### src/rtl/pdr_rule_matcher_pkg.sv
// pdr_rule_matcher_pkg: parser PHS layout, PDR rule entry and matcher FSM states
package pdr_rule_matcher_pkg;
  typedef struct packed {
    logic [31:0] ipv4_src_addr;
    logic [31:0] ipv4_dst_addr;
    logic [15:0] l4_src_port;
    logic [15:0] l4_dst_port;
    logic [7:0]  ip_proto;
    logic [7:0]  tos;
    logic [5:0]  qfi;
    logic [1:0]  src_iface;
  } PHS_Struct;
  typedef struct packed {
    logic      en;
    PHS_Struct mask;
    PHS_Struct value;
  } PdrRule;
  typedef enum logic [1:0] {PDR_IDLE, PDR_SCAN, PDR_DONE} PDR_STATES;
endpackage

### src/rtl/pdr_rule_matcher_table.sv
// pdr_rule_table: rule entry storage with reset-cleared enables and one async read port
module pdr_rule_table
  import pdr_rule_matcher_pkg::*;
#(
  parameter int NUM_RULES = 8,
  parameter int IDX_W     = $clog2(NUM_RULES)
) (
  input  logic             clk,
  input  logic             rst_n,
  input  logic             cfg_we,
  input  logic [IDX_W-1:0] cfg_idx,
  input  PdrRule           cfg_rule,
  input  logic [IDX_W-1:0] rd_idx,
  output PdrRule           rd_rule
);
  logic [NUM_RULES-1:0] en_q;
  PHS_Struct            mask_q  [NUM_RULES];
  PHS_Struct            value_q [NUM_RULES];
  // enables are the only state reset needs to clear: a disabled entry never matches
  always_ff @(posedge clk) begin
    if (!rst_n) en_q <= '0;
    else if (cfg_we) en_q[cfg_idx] <= cfg_rule.en;
  end
  // mask/value payload carries no reset
  always_ff @(posedge clk) begin
    if (cfg_we) begin
      mask_q[cfg_idx]  <= cfg_rule.mask;
      value_q[cfg_idx] <= cfg_rule.value;
    end
  end
  assign rd_rule = {en_q[rd_idx], mask_q[rd_idx], value_q[rd_idx]};
endmodule

### src/rtl/pdr_rule_matcher.sv
// pdr_rule_matcher: sequential first-match scan of PHS against the PDR rule table
module pdr_rule_matcher
  import pdr_rule_matcher_pkg::*;
#(
  parameter int NUM_RULES = 8,
  parameter int IDX_W     = $clog2(NUM_RULES),
  parameter int CNT_W     = 32
) (
  input  logic             clk,
  input  logic             rst_n,
  input  logic             phs_valid,
  output logic             phs_ready,
  input  PHS_Struct        phs_data,
  input  logic             cfg_we,
  input  logic [IDX_W-1:0] cfg_idx,
  input  PdrRule           cfg_rule,
  output logic             res_valid,
  input  logic             res_ready,
  output logic             res_hit,
  output logic [IDX_W-1:0] res_idx,
  output PHS_Struct        res_phs,
  output logic [CNT_W-1:0] hit_count,
  output logic [CNT_W-1:0] miss_count
);
  PDR_STATES        state_q, state_d;
  logic [IDX_W-1:0] scan_idx_q, scan_idx_d, res_idx_q, res_idx_d;
  PHS_Struct        phs_q, phs_d;
  logic             res_valid_q, res_valid_d, res_hit_q, res_hit_d;
  logic [CNT_W-1:0] hit_q, hit_d, miss_q, miss_d;
  PdrRule           rule;
  logic             match;

  pdr_rule_table #(.NUM_RULES(NUM_RULES), .IDX_W(IDX_W)) u_table (
    .clk(clk), .rst_n(rst_n), .cfg_we(cfg_we), .cfg_idx(cfg_idx),
    .cfg_rule(cfg_rule), .rd_idx(scan_idx_q), .rd_rule(rule)
  );

  assign match      = rule.en && (((phs_q ^ rule.value) & rule.mask) == '0);
  assign phs_ready  = (state_q == PDR_IDLE);
  assign res_valid  = res_valid_q;
  assign res_hit    = res_hit_q;
  assign res_idx    = res_idx_q;
  assign res_phs    = phs_q;
  assign hit_count  = hit_q;
  assign miss_count = miss_q;

  // next-state: accept in IDLE, one rule per cycle in SCAN, hold result in DONE
  always_comb begin
    state_d     = state_q;
    scan_idx_d  = scan_idx_q;
    phs_d       = phs_q;
    res_valid_d = res_valid_q;
    res_hit_d   = res_hit_q;
    res_idx_d   = res_idx_q;
    hit_d       = hit_q;
    miss_d      = miss_q;
    case (state_q)
      PDR_IDLE: if (phs_valid) begin
        phs_d      = phs_data;
        scan_idx_d = '0;
        state_d    = PDR_SCAN;
      end
      PDR_SCAN: if (match || scan_idx_q == IDX_W'(NUM_RULES - 1)) begin
        res_hit_d   = match;
        res_idx_d   = match ? scan_idx_q : '0;
        res_valid_d = 1'b1;
        state_d     = PDR_DONE;
      end else begin
        scan_idx_d = scan_idx_q + IDX_W'(1);
      end
      PDR_DONE: if (res_ready) begin
        res_valid_d = 1'b0;
        hit_d       = res_hit_q ? hit_q + CNT_W'(1) : hit_q;
        miss_d      = res_hit_q ? miss_q : miss_q + CNT_W'(1);
        state_d     = PDR_IDLE;
      end
      default: state_d = PDR_IDLE;
    endcase
  end

  // all matcher state registers; reset drops any in-flight packet
  always_ff @(posedge clk) begin
    if (!rst_n) begin
      state_q     <= PDR_IDLE;
      scan_idx_q  <= '0;
      phs_q       <= '0;
      res_valid_q <= 1'b0;
      res_hit_q   <= 1'b0;
      res_idx_q   <= '0;
      hit_q       <= '0;
      miss_q      <= '0;
    end else begin
      state_q     <= state_d;
      scan_idx_q  <= scan_idx_d;
      phs_q       <= phs_d;
      res_valid_q <= res_valid_d;
      res_hit_q   <= res_hit_d;
      res_idx_q   <= res_idx_d;
      hit_q       <= hit_d;
      miss_q      <= miss_d;
    end
  end
endmodule

### config.mk
export PLATFORM = sky130hd
export DESIGN_NAME = pdr_rule_matcher
export DESIGN_NICKNAME = d
export VERILOG_FILES = /design/src/rtl/pdr_rule_matcher_pkg.sv /design/src/rtl/pdr_rule_matcher_table.sv /design/src/rtl/pdr_rule_matcher.sv
export SDC_FILE = /design/constraint.sdc
export NUM_CORES = 2
export LEC_CHECK = 0
export ABC_AREA = 1
export CORE_MARGIN = 5
export CORE_UTILIZATION = 41
export CTS_BUF_LIST = sky130_fd_sc_hd__clkbuf_8
export CTS_CLUSTER_DIAMETER = 30
export CTS_CLUSTER_SIZE = 16
export DETAILED_ROUTE_END_ITERATION = 16
export PLACE_DENSITY = 0.69
export SLEW_MARGIN = 20
export SYNTH_ARGS = -nofsm -noshare
export SYNTH_HDL_FRONTEND = slang
export SYNTH_HIERARCHICAL = 1
export SYNTH_SLANG_ARGS = --single-unit
export TNS_END_PERCENT = 1
### constraint.sdc
create_clock -name clk -period 21.8 [get_ports clk]
set_input_delay 4.36 -clock clk [delete_from_list [all_inputs] [get_ports clk]]
set_output_delay 4.36 -clock clk [all_outputs]
set_load 0.01 [all_outputs]
After elaboration in Yosys (flattened, before gate mapping)
Memory sizes are Yosys's and may differ from the RTL's. A register that Yosys moved wholly into a read port is not among the register bits.
Index checks and enable logic that the tools add are counted.
{ "totals": {"input_bits": 369, "ramBits": 1920, "elab_cells": 70, "regBits": 202, "n_memories": 2} }
{ "memory_table": {"columns": ["memory", "words", "width", "rd", "rd_ports_with_merged_regs", "wr", "line_no", "rtl"], "rows": [
  ["u_table.mask_q", 8, 120, 1, 1, 1, "pdr_rule_matcher_table.sv:17", "PHS_Struct mask_q [NUM_RULES];"],
  ["u_table.value_q", 8, 120, 1, 1, 1, "pdr_rule_matcher_table.sv:18", "PHS_Struct value_q [NUM_RULES];"]
]} }
{ "op_classes": {"magnitude_cmp": 3, "mux": 22, "n_reduce_logical": 14, "n_addsub": 3, "eq_ne": 7, "bitwise_logic": 3} }
{ "op_table": {"columns": ["op", "n"], "rows": [
  ["120-bit bitwise AND", 1],
  ["120-bit zero test", 1],
  ["120-bit bitwise XOR", 1],
  ["32-bit by 1-bit adder with 32-bit output, second input constant", 2],
  ["3-bit 2-to-1 mux", 7],
  ["3-bit AND reduction", 5],
  ["8-bit bitwise mux", 1],
  ["3-bit by 4-bit < comparator with 1-bit output, second input constant", 2],
  ["2-bit inequality test, second input constant", 4],
  ["1-bit 2-to-1 mux", 6],
  ["2-bit 2-to-1 mux", 3],
  ["2-bit one-hot mux with 3 select lines", 1],
  ["3-bit one-hot mux with 2 select lines", 1],
  ["2-bit AND reduction", 2],
  ["2-bit nonzero test", 2],
  ["3-bit by 1-bit adder with 3-bit output, second input constant", 1],
  ["1-bit binary-select mux with 3-bit select", 1],
  ["1-bit demux with 3-bit select", 1],
  ["3-bit == test, second input constant", 1],
  ["3-bit by 1-bit greater-or-equal comparator with 1-bit output, second input constant", 1],
  ["2-bit by 1-bit == test with 1-bit output, second input constant", 1],
  ["2-bit == test, second input constant", 1],
  ["1-bit logical AND", 2],
  ["2-bit zero test", 1],
  ["3 further kinds", 3]
]} }

Logic depth before layout (Yosys ltp)
{ "depth": {"depth_word": 9, "mapped_depth": 22, "mapped_depth_nobuf": 20} }

Cells and area by module
The synthesis kept the hierarchy.
{ "modules_own_cells": {"columns": ["module", "seq_area_each_um2", "area_per_inst_um2", "cells_per_inst", "instances"], "rows": [
  ["pdr_rule_table", 57815.4, 83802.9, 8374, 1],
  ["pdr_rule_matcher", 3883.7, 10119.7, 1593, 1]
]} }

Least setup slack after synthesis
Ideal clock, no wire load.
{ "synth_timing": {"path_kind": "input port to flip-flop", "start": "input port cfg_idx[0]", "end": "memory u_table/mask_q[0][0] (netlist name), enable pin", "arrival_time_ns": 14.527, "cell_stages": 3, "path_slack_ns": 6.427, "required_time_ns": 20.953, "path_cell_list": "inv_1 -> nand2_1 -> nor2_1"} }
{ "synth_lines": {"columns": ["element", "line_no", "rtl"], "rows": [
  ["from (decl)", "pdr_rule_matcher.sv:15", "input logic [IDX_W-1:0] cfg_idx,"],
  ["to (decl)", "pdr_rule_matcher_table.sv:17", null]
]} }
No word-level cell before the write port.

Worst setup path in the final report
{ "layout_timing": {"start": "input port cfg_idx[0]", "end": "memory u_table/value_q[4][2] (netlist name), enable pin"} }
{ "layout_lines": {"columns": ["element", "line_no"], "rows": [
  ["to (decl)", "pdr_rule_matcher_table.sv:18"]
]} }
No word-level cell before the write port.

==> reports/summary.json <==
{
  "placed_design": {
    "dp.final_hpwl_um": 185000,
    "gp_congestion": 0.940,
    "port-buffer-count": 558,
    "place_ws_ns": 13.08,
    "placement.cell_area_sq_um": 102000
  },
  "power_and_ir_drop": {
    "report.power.total_uw": 10400,
    "worst_ir_drop_vdd_mv": 0.0559,
    "power.combinational.fraction_pct": 11.8,
    "clock_power_share_pct": 43.3,
    "power_leakage_uw": 0.0498,
    "power.sequential.fraction_pct": 45.0,
    "power.net_switching_uw": 2760,
    "swShare_pct": 26.7,
    "power_density_nw_per_um2": 92.8,
    "power_report.internal_total_uw": 7600
  },
  "cells_and_area": {
    "area_delta_synth_final_pct": 18.9,
    "final_design_area_no_fill_sq_um": 112000,
    "final_net_count": 11000,
    "share_of_cells_above_drive_strength_1_pct": 7.56,
    "multi_input_comb_area_sq_um": 22000,
    "fillerInstances": 20100,
    "area.sequential_sq_um": 61700
  },
  "synthesis": {
    "netlist-cell-type-count": 37,
    "synth_top_area_cell": "sky130_fd_sc_hd__edfxtp_1",
    "sequential_fraction_of_the_synthesis_area_pct": 65.7,
    "ys_dominant_reg_cell": "sky130_fd_sc_hd__edfxtp_1",
    "synthesis.nets": 10300,
    "seq_cells_post_synth": 2122,
    "mappedNetlistArea_sq_um": 93900,
    "async_set_or_reset_register_ratio_after_synthesis_pct": 0,
    "synth_top_area_share_pct": 61.4,
    "synthTopCellsByArea": "sky130_fd_sc_hd__edfxtp_1 61%, sky130_fd_sc_hd__nand2_1 14%, sky130_fd_sc_hd__inv_1 8.7%, sky130_fd_sc_hd__nand3_1 5.8%, sky130_fd_sc_hd__dfxtp_1 4.3%",
    "syn-instance-count": 9967,
    "syn-mean-instance-area_sq_um": 9.42,
    "synth-edff-count": 1920,
    "synth.yosys.warnings": 6
  },
  "setup_path": {
    "r2r.worst_path.cells": 21,
    "timing.critical_path.depth": 7,
    "arrival_ns": 8.35,
    "startpoint_class": "input pin",
    "crit_top_cell": "sky130_fd_sc_hd__buf_4",
    "crit_path_cell_trace": "clkdlybuf4s50_1 > inv_1 > nand2_1 > nor2_4 > buf_4 > buf_4 > buf_4",
    "worstPathMaxFanout": 52,
    "critical-path-slowest-cell": "sky130_fd_sc_hd__buf_4",
    "critPathRequiredTime_ns": 22.47,
    "r2r_start": "scan_idx_q[1]",
    "worst_setup_path_end_kind": "register",
    "crit_type": "input pin to register",
    "worst-path-buf-inv": 5,
    "regToRegSetupSlack_ns": 16.27,
    "worstSetupStartpoint": "cfg_idx[0]",
    "worstReg2RegEnd": "scan_idx_q[1]",
    "critPathCapture": "u_table/value_q[4][2]",
    "cp_top_family": "buffers and inverters",
    "worst_path_largest_cell_delay_ns": 0.81
  },
  "floorplanning": {
    "area_of_the_die_sq_um": 239000,
    "rows": 175,
    "core-area_sq_um": 228000,
    "die_width_um": 489,
    "floorplan.initialDensity_pct": 41.2,
    "die_height_um": 489,
    "num_io_pins": 559
  },
  "outcome": {
    "result_of_the_run": "completed"
  },
  "route": {
    "antenna_violating_nets_post_route": 0,
    "wl_per_cell_um": 20.6,
    "route.detailed.drc": 0,
    "detailedRoute.firstPassIterationCount": 7,
    "detail_route.vias_per_cell": 4.92,
    "drt_iter0_markers": 6915,
    "total_wire_length_after_detailed_routing_um": 288000,
    "route.vias.total": 68900
  },
  "sta": {
    "achievable-frequency_mhz": 130,
    "slew_at_the_pin_closest_to_its_max_slew_limit_ns": 1.22,
    "timing_max_transition_violations_final": 0,
    "fin_setup_tns_ns": 0,
    "post_route_setup_slack_ns": 14.12,
    "hold_viol": 0,
    "layout_skew_ns": 0.0852,
    "max-slew-margin-rel_pct": 18.4,
    "min_period_over_period_pct": 35.2,
    "setup_violation_total_in_the_final_timing_report": 0,
    "grt_setup_unrepaired": "false",
    "final_period_minus_worst_setup_slack_ns": 7.68
  },
  "min_path": {
    "hold_path_class": "register to register"
  },
  "clocking": {
    "cts_htree_levels": 5,
    "hold_buffers_post_cts": 0,
    "clk_path_buf_depth": 4,
    "cts.repair_timing.setup_buffer_count": 0,
    "tritoncts_clock_tree": "built",
    "clk-insertion-delay-late_ns": 1.13,
    "number_of_buffers_created_by_cts": 423,
    "cts.sinks": 2122,
    "clock-root-buffer": "sky130_fd_sc_hd__clkbuf_8",
    "clkSlewWorstSetupHoldPaths_ns": 0.06,
    "post_cts.resized_instances": 0
  },
  "grt": {
    "pin_count_of_the_biggest_net_entering_global_routing": 217,
    "initial_antenna_violation_count": 103,
    "grt_util_all_layers_pct": 23.5,
    "grt_pass1_wl_um": 417000,
    "grt_pass1_vias": 66100,
    "grt_overflow": 0
  },
  "job": {
    "cap_viol_max_count": 0
  }
}
-- worst reg2reg max path: cells and delay by family (launching register included) --
family / cells / cell delay [ns]
buffers and inverters: 4 / 2.47
DFF: 1 / 0.50
and+or+nand+nor: 17 / 2.44
-- cell usage after synthesis (2+ instances only) --
library cell	number
sky130_fd_sc_hd__nor2_2	9
sky130_fd_sc_hd__nand2_2	4
sky130_fd_sc_hd__ha_1	4
sky130_fd_sc_hd__o21ai_0	153
sky130_fd_sc_hd__clkbuf_1	70
sky130_fd_sc_hd__nand2_1	3517
sky130_fd_sc_hd__nand3_1	1095
sky130_fd_sc_hd__a211oi_1	2
sky130_fd_sc_hd__nor4_1	2
sky130_fd_sc_hd__nand4_1	16
sky130_fd_sc_hd__o21ai_1	2
sky130_fd_sc_hd__inv_2	4
sky130_fd_sc_hd__buf_4	62
sky130_fd_sc_hd__nand3_2	2
sky130_fd_sc_hd__a31oi_1	5
sky130_fd_sc_hd__a21oi_1	130
sky130_fd_sc_hd__xor2_1	13
sky130_fd_sc_hd__buf_2	272
sky130_fd_sc_hd__o21a_1	8
sky130_fd_sc_hd__nor3_1	39
sky130_fd_sc_hd__nor3b_1	3
sky130_fd_sc_hd__nor2_4	4
sky130_fd_sc_hd__nor3b_2	3
sky130_fd_sc_hd__buf_1	16
sky130_fd_sc_hd__inv_1	2175
sky130_fd_sc_hd__edfxtp_1	1920
sky130_fd_sc_hd__dfxtp_1	202
sky130_fd_sc_hd__or2_2	27
sky130_fd_sc_hd__nor2_1	200
-- cell usage in the layout (no fill, tap or decap), drive strengths merged, types with 2 or more instances in the layout --
cell type	synthesis	final
xor2	13	13
nand3	1097	1097
or2	28	28
nor4	2	2
inv	2179	2248
nor2	213	213
edfxtp	1920	1920
dfxtp	202	202
clkdlybuf4s50	0	557
clkinv	2	158
a31oi	5	5
diode	0	47
nor3	41	41
clkinvlp	0	48
nand2	3521	3521
a21oi	130	130
buf	350	80
clkbuf	70	438
o21a	8	8
nor3b	6	6
ha	4	4
a211oi	2	2
o21ai	155	155
bufinv	0	64
nand4	18	18
-- flip-flops by register name, summed over array words and instances, names as in the netlist --
register         cells
scan_idx_q           3
res_valid            1
res_phs            120
u_table/en_q         8
miss_count          32
state_q              2
res_hit              1
hit_count           32
res_idx              3
u_table/value_q    960
u_table/mask_q     960
-- how the worst min path moves through the flow --
stage | slack [ns] | endpoint | startpoint | cells after the start
final | 0.49 | res_phs[94] | res_phs[94] | 2
after global routing | 0.51 | res_phs[94] | res_phs[94] | 2
after CTS | 0.49 | res_phs[94] | res_phs[94] | 2
after detailed placement | 0.48 | res_phs[94] | res_phs[94] | 2
after global placement | 0.48 | res_phs[14] | res_phs[14] | 2
after floorplan | 0.46 | u_table/en_q[0] | u_table/en_q[0] | 2
-- metrics by stage --
step | hold slack [ns] | cells | utilization (%)
2_1_floorplan | 0.455 | 9967 | -
3_3_place_gp | 0.477 | 13200 | 44.8
3_5_place_dp | 0.483 | 13200 | 44.8
4_1_cts | 0.493 | 14000 | 49.0
5_1_grt | 0.514 | 14000 | 49.0
6_report | 0.490 | 14000 | 49.0
-- power groups by stage --
stage,clock (uW),sequential (uW),combinational (uW)
final,4480,4660,1220
after global routing,4760,4660,1330
after CTS,4550,4660,1210
after detailed placement,0,4740,1200
after global placement,0,4740,1180
after floorplan,0,4740,672
-- metal layers --
layer / up-vias / share of wire, % / track usage, %
li1: 32500 / - / -
met1: 32600 / 38 / 28.7
met2: 2950 / 46 / 36.6
met3: 702 / 8.5 / 5.74
met4: 72 / 7.3 / 16.3
met5: - / 0.16 / 0
-- cells by family (layout without fill, tap and decap cells) --
kind of cell / count (synthesis) / in the layout / synth area share, %
xor+xnor: 13 / 13 / 0.121
fa+ha+maj: 4 / 4 / 0.0533
buf+inv: 2601 / 3593 / 11.0
other cells: 0 / 47 / 0
simple gates: 4926 / 4926 / 21.5
flops: 2122 / 2122 / 65.7
compound gates: 301 / 301 / 1.64
-- layout make-up --
cell class	count	area share, %
flip-flops and latches	2122	55.3
multi-input cells	5244	19.7
inverters	2181	7.35
repair buffers	637	5.72
clock buffers	438	5.40
well taps	3009	3.37
clock inverters	337	3.11
diodes	47	0.105
(Power assumes the default switching activity.)
